**src/rtl/icache_sa.sv**
```systemverilog
// ---------------------------------------------------------------------------
// icache_sa
//   Set-associative, read-only instruction cache between the CPU fetch port
//   and instruction memory. It has configurable sets, associativity (1 or 2
//   ways) and block size. It uses LRU replacement and supports a whole-cache
//   flush. The cache never writes instruction memory.
//
//   Optional feature macro: ICACHE_STATS_EN
//     When defined, adds saturating hit_count / miss_count outputs.
//
// Ports
//   CLK             in   1                   clock, all state on rising edge
//   RESET_N         in   1                   asynchronous active-low reset
//   I_READ          in   1                   fetch request valid
//   I_ADDRESS       in   ADDR_W              fetch byte address
//   I_FLUSH         in   1                   invalidate all lines (pulse)
//   I_READDATA      out  WORD_W              fetched word (0 when no hit)
//   I_BUSYWAIT      out  1                   CPU stall
//   i_mem_read      out  1                   block read request
//   i_mem_address   out  ADDR_W-OFF_W        block address {tag,index}
//   i_mem_readdata  in   BLOCK_WORDS*WORD_W  returned block, word 0 in LSBs
//   i_mem_busywait  in   1                   memory busy; data valid as it falls
//   hit_count       out  32                  (ICACHE_STATS_EN) IDLE hit cycles
//   miss_count      out  32                  (ICACHE_STATS_EN) misses started
// ---------------------------------------------------------------------------
module icache_sa #(
    parameter int ADDR_W      = 10,
    parameter int WORD_W      = 32,
    parameter int BLOCK_WORDS = 4,
    parameter int SETS        = 8,
    parameter int WAYS        = 2
) (
    input  logic                                            CLK,
    input  logic                                            RESET_N,
    input  logic                                            I_READ,
    input  logic [ADDR_W-1:0]                               I_ADDRESS,
    input  logic                                            I_FLUSH,
    output logic [WORD_W-1:0]                               I_READDATA,
    output logic                                            I_BUSYWAIT,
    output logic                                            i_mem_read,
    output logic [ADDR_W-$clog2(BLOCK_WORDS*WORD_W/8)-1:0]  i_mem_address,
    input  logic [BLOCK_WORDS*WORD_W-1:0]                   i_mem_readdata,
    input  logic                                            i_mem_busywait
`ifdef ICACHE_STATS_EN
    ,
    output logic [31:0]                                     hit_count,
    output logic [31:0]                                     miss_count
`endif
);

    localparam int BYTE_OFF_W = $clog2(WORD_W / 8);
    localparam int WORD_OFF_W = $clog2(BLOCK_WORDS);
    localparam int OFF_W      = BYTE_OFF_W + WORD_OFF_W;
    localparam int IDX_W      = $clog2(SETS);
    localparam int TAG_W      = ADDR_W - OFF_W - IDX_W;
    localparam int BADDR_W    = TAG_W + IDX_W;
    localparam int BLK_W      = BLOCK_WORDS * WORD_W;

    typedef enum logic [1:0] {
        ST_IDLE     = 2'd0,
        ST_MEM_READ = 2'd1,
        ST_UPDATE   = 2'd2,
        ST_FLUSH    = 2'd3
    } state_t;

    // Storage: valid bits are reset, tag/data arrays are not.
    logic [SETS-1:0]    valid_r [WAYS];
    logic [TAG_W-1:0]   tag_r   [WAYS][SETS];
    logic [BLK_W-1:0]   data_r  [WAYS][SETS];
    // Per set: the way to evict next once both ways are valid.
    logic [SETS-1:0]    lru_r;

    state_t             state_r;
    state_t             state_s;
    logic [BADDR_W-1:0] miss_addr_r;
    logic               victim_r;
    logic               victim_s;
    logic               flush_pend_r;
    logic [BLK_W-1:0]   fill_data_r;

    logic [IDX_W-1:0]      index_s;
    logic [TAG_W-1:0]      tag_s;
    logic [WORD_OFF_W-1:0] word_s;
    logic [IDX_W-1:0]      fill_index_s;
    logic [TAG_W-1:0]      fill_tag_s;
    logic [1:0]            way_hit_s;
    logic [1:0]            set_valid_s;
    logic                  hit_s;
    logic                  hit_way_s;
    logic [BLK_W-1:0]      hit_block_s;
    logic [WORD_W-1:0]     word_data_s;
    logic                  addr_unused_s;

    assign index_s       = I_ADDRESS[OFF_W +: IDX_W];
    assign tag_s         = I_ADDRESS[ADDR_W-1 -: TAG_W];
    assign word_s        = I_ADDRESS[BYTE_OFF_W +: WORD_OFF_W];
    assign fill_index_s  = miss_addr_r[IDX_W-1:0];
    assign fill_tag_s    = miss_addr_r[BADDR_W-1 -: TAG_W];
    // Byte-within-word address bits carry no meaning for word fetches.
    assign addr_unused_s = ^I_ADDRESS[BYTE_OFF_W-1:0];

    // Tag lookup in every way of the addressed set and hit-block selection.
    always_comb begin
        way_hit_s   = 2'b00;
        set_valid_s = 2'b00;
        hit_block_s = '0;
        for (int w = 0; w < WAYS; w++) begin
            set_valid_s[w] = valid_r[w][index_s];
            way_hit_s[w]   = valid_r[w][index_s] && (tag_r[w][index_s] == tag_s);
            // Tags within a set are unique, so at most one way contributes.
            hit_block_s    = hit_block_s | (data_r[w][index_s] & {BLK_W{way_hit_s[w]}});
        end
        hit_s     = I_READ & (|way_hit_s);
        hit_way_s = way_hit_s[1];
    end

    // Word-within-block select and read data gating.
    always_comb begin
        word_data_s = '0;
        for (int k = 0; k < BLOCK_WORDS; k++) begin
            word_data_s = word_data_s |
                (hit_block_s[k*WORD_W +: WORD_W] & {WORD_W{word_s == WORD_OFF_W'(k)}});
        end
        if (hit_s) begin
            I_READDATA = word_data_s;
        end else begin
            I_READDATA = '0;
        end
    end

    // Victim choice: lowest invalid way, otherwise the set's LRU way.
    always_comb begin
        victim_s = 1'b0;
        if (WAYS > 1) begin
            if (!set_valid_s[0]) begin
                victim_s = 1'b0;
            end else if (!set_valid_s[1]) begin
                victim_s = 1'b1;
            end else begin
                victim_s = lru_r[index_s];
            end
        end else begin
            victim_s = 1'b0;
        end
    end

    // Next-state logic; a requested or pending flush outranks a miss.
    always_comb begin
        state_s = state_r;
        case (state_r)
            ST_IDLE: begin
                if (I_FLUSH || flush_pend_r) begin
                    state_s = ST_FLUSH;
                end else if (I_READ && !hit_s) begin
                    state_s = ST_MEM_READ;
                end else begin
                    state_s = ST_IDLE;
                end
            end
            ST_MEM_READ: begin
                if (!i_mem_busywait) begin
                    state_s = ST_UPDATE;
                end else begin
                    state_s = ST_MEM_READ;
                end
            end
            ST_UPDATE: state_s = ST_IDLE;
            ST_FLUSH:  state_s = ST_IDLE;
            default:   state_s = ST_IDLE;
        endcase
    end

    // State-decoded outputs; held at zero while reset is asserted.
    always_comb begin
        I_BUSYWAIT    = 1'b0;
        i_mem_read    = 1'b0;
        i_mem_address = '0;
        if (!RESET_N) begin
            I_BUSYWAIT = 1'b0;
        end else begin
            case (state_r)
                ST_IDLE: I_BUSYWAIT = I_READ & ~hit_s;
                ST_MEM_READ: begin
                    I_BUSYWAIT    = 1'b1;
                    i_mem_read    = 1'b1;
                    i_mem_address = miss_addr_r;
                end
                ST_UPDATE: I_BUSYWAIT = 1'b1;
                ST_FLUSH:  I_BUSYWAIT = 1'b1;
                default:   I_BUSYWAIT = 1'b0;
            endcase
        end
    end

    // Control state: FSM, valid bits, LRU, latched miss and pending flush.
    always_ff @(posedge CLK or negedge RESET_N) begin
        if (!RESET_N) begin
            state_r      <= ST_IDLE;
            lru_r        <= '0;
            flush_pend_r <= 1'b0;
            miss_addr_r  <= '0;
            victim_r     <= 1'b0;
            for (int w = 0; w < WAYS; w++) begin
                valid_r[w] <= '0;
            end
        end else begin
            state_r <= state_s;
            case (state_r)
                ST_IDLE: begin
                    if (hit_s) begin
                        lru_r[index_s] <= ~hit_way_s;
                    end
                    if (state_s == ST_MEM_READ) begin
                        miss_addr_r <= {tag_s, index_s};
                        victim_r    <= victim_s;
                    end
                end
                ST_MEM_READ: begin
                    if (I_FLUSH) begin
                        flush_pend_r <= 1'b1;
                    end
                end
                ST_UPDATE: begin
                    if (I_FLUSH) begin
                        flush_pend_r <= 1'b1;
                    end
                    for (int w = 0; w < WAYS; w++) begin
                        if (victim_r == 1'(w)) begin
                            valid_r[w][fill_index_s] <= 1'b1;
                        end
                    end
                    lru_r[fill_index_s] <= ~victim_r;
                end
                ST_FLUSH: begin
                    flush_pend_r <= 1'b0;
                    for (int w = 0; w < WAYS; w++) begin
                        valid_r[w] <= '0;
                    end
                end
                default: begin
                    flush_pend_r <= 1'b0;
                end
            endcase
        end
    end

    // Block capture on memory completion and line write during UPDATE.
    always_ff @(posedge CLK) begin
        if (state_r == ST_MEM_READ && !i_mem_busywait) begin
            fill_data_r <= i_mem_readdata;
        end
        if (state_r == ST_UPDATE) begin
            for (int w = 0; w < WAYS; w++) begin
                if (victim_r == 1'(w)) begin
                    data_r[w][fill_index_s] <= fill_data_r;
                    tag_r[w][fill_index_s]  <= fill_tag_s;
                end
            end
        end
    end

`ifdef ICACHE_STATS_EN
    logic [31:0] hit_count_r;
    logic [31:0] miss_count_r;

    // Saturating hit/miss statistics; a flush leaves them untouched.
    always_ff @(posedge CLK or negedge RESET_N) begin
        if (!RESET_N) begin
            hit_count_r  <= 32'd0;
            miss_count_r <= 32'd0;
        end else begin
            if (state_r == ST_IDLE && hit_s && hit_count_r != 32'hFFFF_FFFF) begin
                hit_count_r <= hit_count_r + 32'd1;
            end
            if (state_r == ST_IDLE && state_s == ST_MEM_READ && miss_count_r != 32'hFFFF_FFFF) begin
                miss_count_r <= miss_count_r + 32'd1;
            end
        end
    end

    assign hit_count  = hit_count_r;
    assign miss_count = miss_count_r;
`endif

endmodule

```
**config.mk**
```make
export PLATFORM = sky130hd
export DESIGN_NAME = icache_sa
export DESIGN_NICKNAME = d
export VERILOG_FILES = /design/src/rtl/icache_sa.sv
export SDC_FILE = /design/constraint.sdc
export NUM_CORES = 2
export LEC_CHECK = 0
export CORE_MARGIN = 3
export CORE_UTILIZATION = 50
export CTS_CLUSTER_SIZE = 10
export DETAILED_ROUTE_END_ITERATION = 6
export HOLD_SLACK_MARGIN = 0.08
export PLACE_DENSITY = 0.66
export SKIP_LAST_GASP = 1
export SLEW_MARGIN = 40
export SYNTH_ARGS = -nofsm -noshare
export SYNTH_HDL_FRONTEND = slang
export SYNTH_SLANG_ARGS = --single-unit
```
**constraint.sdc**
```tcl
create_clock -name CLK -period 11.88 [get_ports CLK]
set_clock_uncertainty 0.1 [all_clocks]
set_input_delay 2.376 -clock CLK [delete_from_list [all_inputs] [get_ports CLK]]
set_output_delay 2.376 -clock CLK [all_outputs]
set_load 0.1 [all_outputs]
```
==> summary.txt <==
Placed design
  • Port Buffers: 180
  • Placement Cell Area: 0.09179 mm²
  • GP Congestion: 0.8321
  • HPWL after detailed placement: 137.8 mm
  • Placed Cells: 7176

Job
  • Max Cap Violations: 0

Timing
  • Fin crit period: 9.753 ns
  • Fin. max-slew vios: 0
  • RSZ-0062 raised after global routing: no
  • Fmax: 102.5 MHz
  • Final TNS setup: 0 ns
  • Final setup viols: 0
  • Endpoints failing hold: 0
  • Worst slew pin tran: 0.8963 ns
  • Worst slew margin: 0.4025
  • Fin crit share: 0.8209

CTS
  • CTS tree: yes
  • Clock Pin Slew Worst Setup and Hold Paths: 0.05 ns
  • Hold-fix buffers, CTS: 0
  • Clk sinks: 2258
  • Post-cts sizing count: 0
  • Post-CTS setup buffers: 0
  • Clk Latency, worst-skew pair: 0.91 ns
  • Htree depth: 5
  • CTS root buf: clkbuf_16
  • CTS Buf Count: 278
  • Clk buf depth: 4

Floorplan
  • Die ar.: 0.1778 mm²
  • CORE AREA: 0.1706 mm²
  • Die height: 421.7 µm
  • Die X: 421.7 µm
  • Initial cell density of the core: 0.5064
  • Rows: 151
  • Number of primary I/O pins: 183

Worst setup path
  • CP max-delay cell: nor2_2
  • Critical Path, Cell by Cell: buf_8 -> nand2_1 -> o22ai_1 -> o21ai_0 -> a22oi_4 -> nand2_2 -> nor2_2 -> buf_4 -> buf_4 -> nand3_1 -> a41oi_1 -> buf_4
  • CP Class: in2out
  • Most used cell along the critical path: buf_4
  • CP required: 9.40 ns
  • Max FO, Critical Path: 84
  • CP startpoint: I_ADDRESS[6]
  • Worst setup SP type: primary input
  • CP endpoint kind: output pin
  • Worst R2R Start: state_r[0]
  • CP Data Arrival Time: 7.28 ns
  • Crit path max-delay family: simple AND/OR/NAND/NOR gates
  • CP bufs+invs: 4
  • Slowest stage delay, CP: 0.70 ns

Synth
  • Synth area leaders: edfxtp_1, mux2_2, o22ai_1
  • Cell count after synthesis: 4874
  • Sequential share of the synthesized area: 0.7828
  • Yosys top cell area share: 0.7730
  • Syn Std Cell Area: 0.08640 mm²
  • Post-synth top flop: edfxtp_1
  • Syn Nets: 5022
  • Synth unique cells: 67
  • Synth cell count leaders: edfxtp_1, mux2_2, o22ai_1, o221ai_1, mux2i_1
  • EDFF count, synth: 2224
  • Fraction of registers with async set/reset: 0.01506
  • Synth area leader: edfxtp_1
  • Warnings, synthesis: 0
  • Most frequent cell after synthesis: edfxtp_1
  • Yosys reg bits: 2258
  • Syn Area/Cell: 17.73 µm²

Layout
  • Final non-filler cell total: 7505
  • Layout overhead on the synthesized area: 14.88%
  • Multi-input logic area: 0.01751 mm²
  • FILL cells: 12470
  • Final Cell Area: 0.09925 mm²
  • Layout Nets: 5312
  • Register area: 0.06763 mm²
  • Fraction of layout cells with a size suffix above 1: 0.1915

Power and ir drop
  • P_leak: 0.03139 µW
  • Combinational share of power: 0.087
  • Register share of total power: 0.531
  • Net switching power: 4512 µW
  • Clock power frac: 0.382
  • Sw Ratio: 0.2383
  • Pwr Total: 18940 µW
  • VDD IR max: 0.1209 mV
  • Pint: 14420 µW
  • Power per cell area: 190.8 mW/mm²

GRT
  • First-pass GRT wire length: 361.8 mm
  • Initial antenna violation count: 6
  • Via count of the first global-routing pass: 49148
  • Gr usage total: 0.2828
  • Pin count of the biggest net entering global routing: 117
  • Congestion Overflow GR: 0

Routing
  • DRC: 0
  • DRT Wirelength: 254.7 mm
  • Routed Antenna Nets: 0
  • Vias post-DR: 50408
  • Drt wl/cell: 33.94 µm
  • Drt pass-1 iters: 5
  • DR iter-0 viols: 7020
  • Vias per inst: 6.717

Hold path
  • HP Start: lru_r[7]
  • Min-delay worst type: reg2reg

Run status
  • Outcome: finished clean
==> power by group through the flow <==
| stage | Clock (µW) | Sequential [µW] | Combinational [µW] |
|---|---|---|---|
| after detailed placement | 0 | 10200 | 1630 |
| final | 7230 | 10100 | 1650 |
| after floorplan | 0 | 10100 | 939 |
| after global routing | 7630 | 10100 | 1730 |
| after CTS | 7320 | 10100 | 1630 |
| after global placement | 0 | 10200 | 1570 |
==> per-stage QoR <==
| stage | util | worst slack, ns | hold WS, ns |
|---|---|---|---|
| 2_1_floorplan | - | 2.796 | 0.3579 |
| 3_3_place_gp | 0.5354 | 1.684 | 0.3719 |
| 3_5_place_dp | 0.5380 | 2.124 | 0.3807 |
| 4_1_cts | 0.5813 | 2.117 | 0.3931 |
| 5_1_grt | 0.5817 | 2.111 | 0.4126 |
| 6_report | 0.5818 | 2.127 | 0.3927 |
==> flip-flops by register name, summed over array words and instances (netlist names) <==
| signal | cells |
|---|---|
| data_r | 2048 |
| fill_data_r | 128 |
| tag_r | 48 |
| valid_r | 16 |
| lru_r | 8 |
| miss_addr_r | 6 |
| state_r | 2 |
| flush_pend_r | 1 |
| victim_r | 1 |
==> metal layers <==
| layer | GRT usage | part of all wire |
|---|---|---|
| met4 | 0.1230 | 0.046 |
| met3 | 0.05882 | 0.11 |
| met2 | 0.4393 | 0.47 |
| met1 | 0.3895 | 0.38 |
| met5 | 0 | 0 |
==> layout make-up <==
type / instances / area share
clock buffers: 315 / 0.07342
repair buffers: 337 / 0.03778
flip-flops and latches: 2258 / 0.6814
well taps: 2295 / 0.02893
clock inverters: 7 / 0.0009581
diodes: 4 / 0.0001008
multi-input cells: 2265 / 0.1765
inverters: 24 / 0.0009202
==> path summary, 6_finish.rpt <==
path,to,slack (ns),cells after the start
worst max register to register,data_r[0][1814],7.05,7
min in group asynchronous,miss_addr_r[4],1.36,1
worst min-delay path,lru_r[7],0.39,1
worst max-delay path,I_READDATA[3],2.13,12
worst min register to register,lru_r[7],0.39,1
max in group asynchronous,valid_r[0],9.95,1
==> cells in the final DEF (no fill, tap or decap), drive strengths merged, types with 136 or more instances in the layout <==
master	netlist	routed
o21ai	179	179
edfxtp	2224	2224
mux2i	190	190
o22ai	395	395
o221ai	212	212
clkbuf	182	315
mux2	405	405
clkdlybuf4s50	0	136
nor2	167	167
a21oi	162	162
buf	145	201
==> worst reg2reg max path: stages, from the launching register on <==
cell     delay [ns]
dfrtp_1        0.40
inv_1          0.11
ha_2           0.48
nand2_1        0.57
nor2_4         0.63
buf_4          0.66
buf_4          0.78
buf_6          0.68
==> logic make-up (layout without fill, tap and decap cells) <==
group / after synthesis / in the layout / synth area share
other: 0 / 4 / 0
muxes: 622 / 622 / 0.08184
AOI/OAI and AO/OA: 1187 / 1187 / 0.09255
buffers and inverters: 351 / 683 / 0.01813
adders and majority gates: 5 / 5 / 0.0007241
and+or+nand+nor: 451 / 451 / 0.02391
DFF: 2258 / 2258 / 0.7828
(Power assumes the default switching activity.)
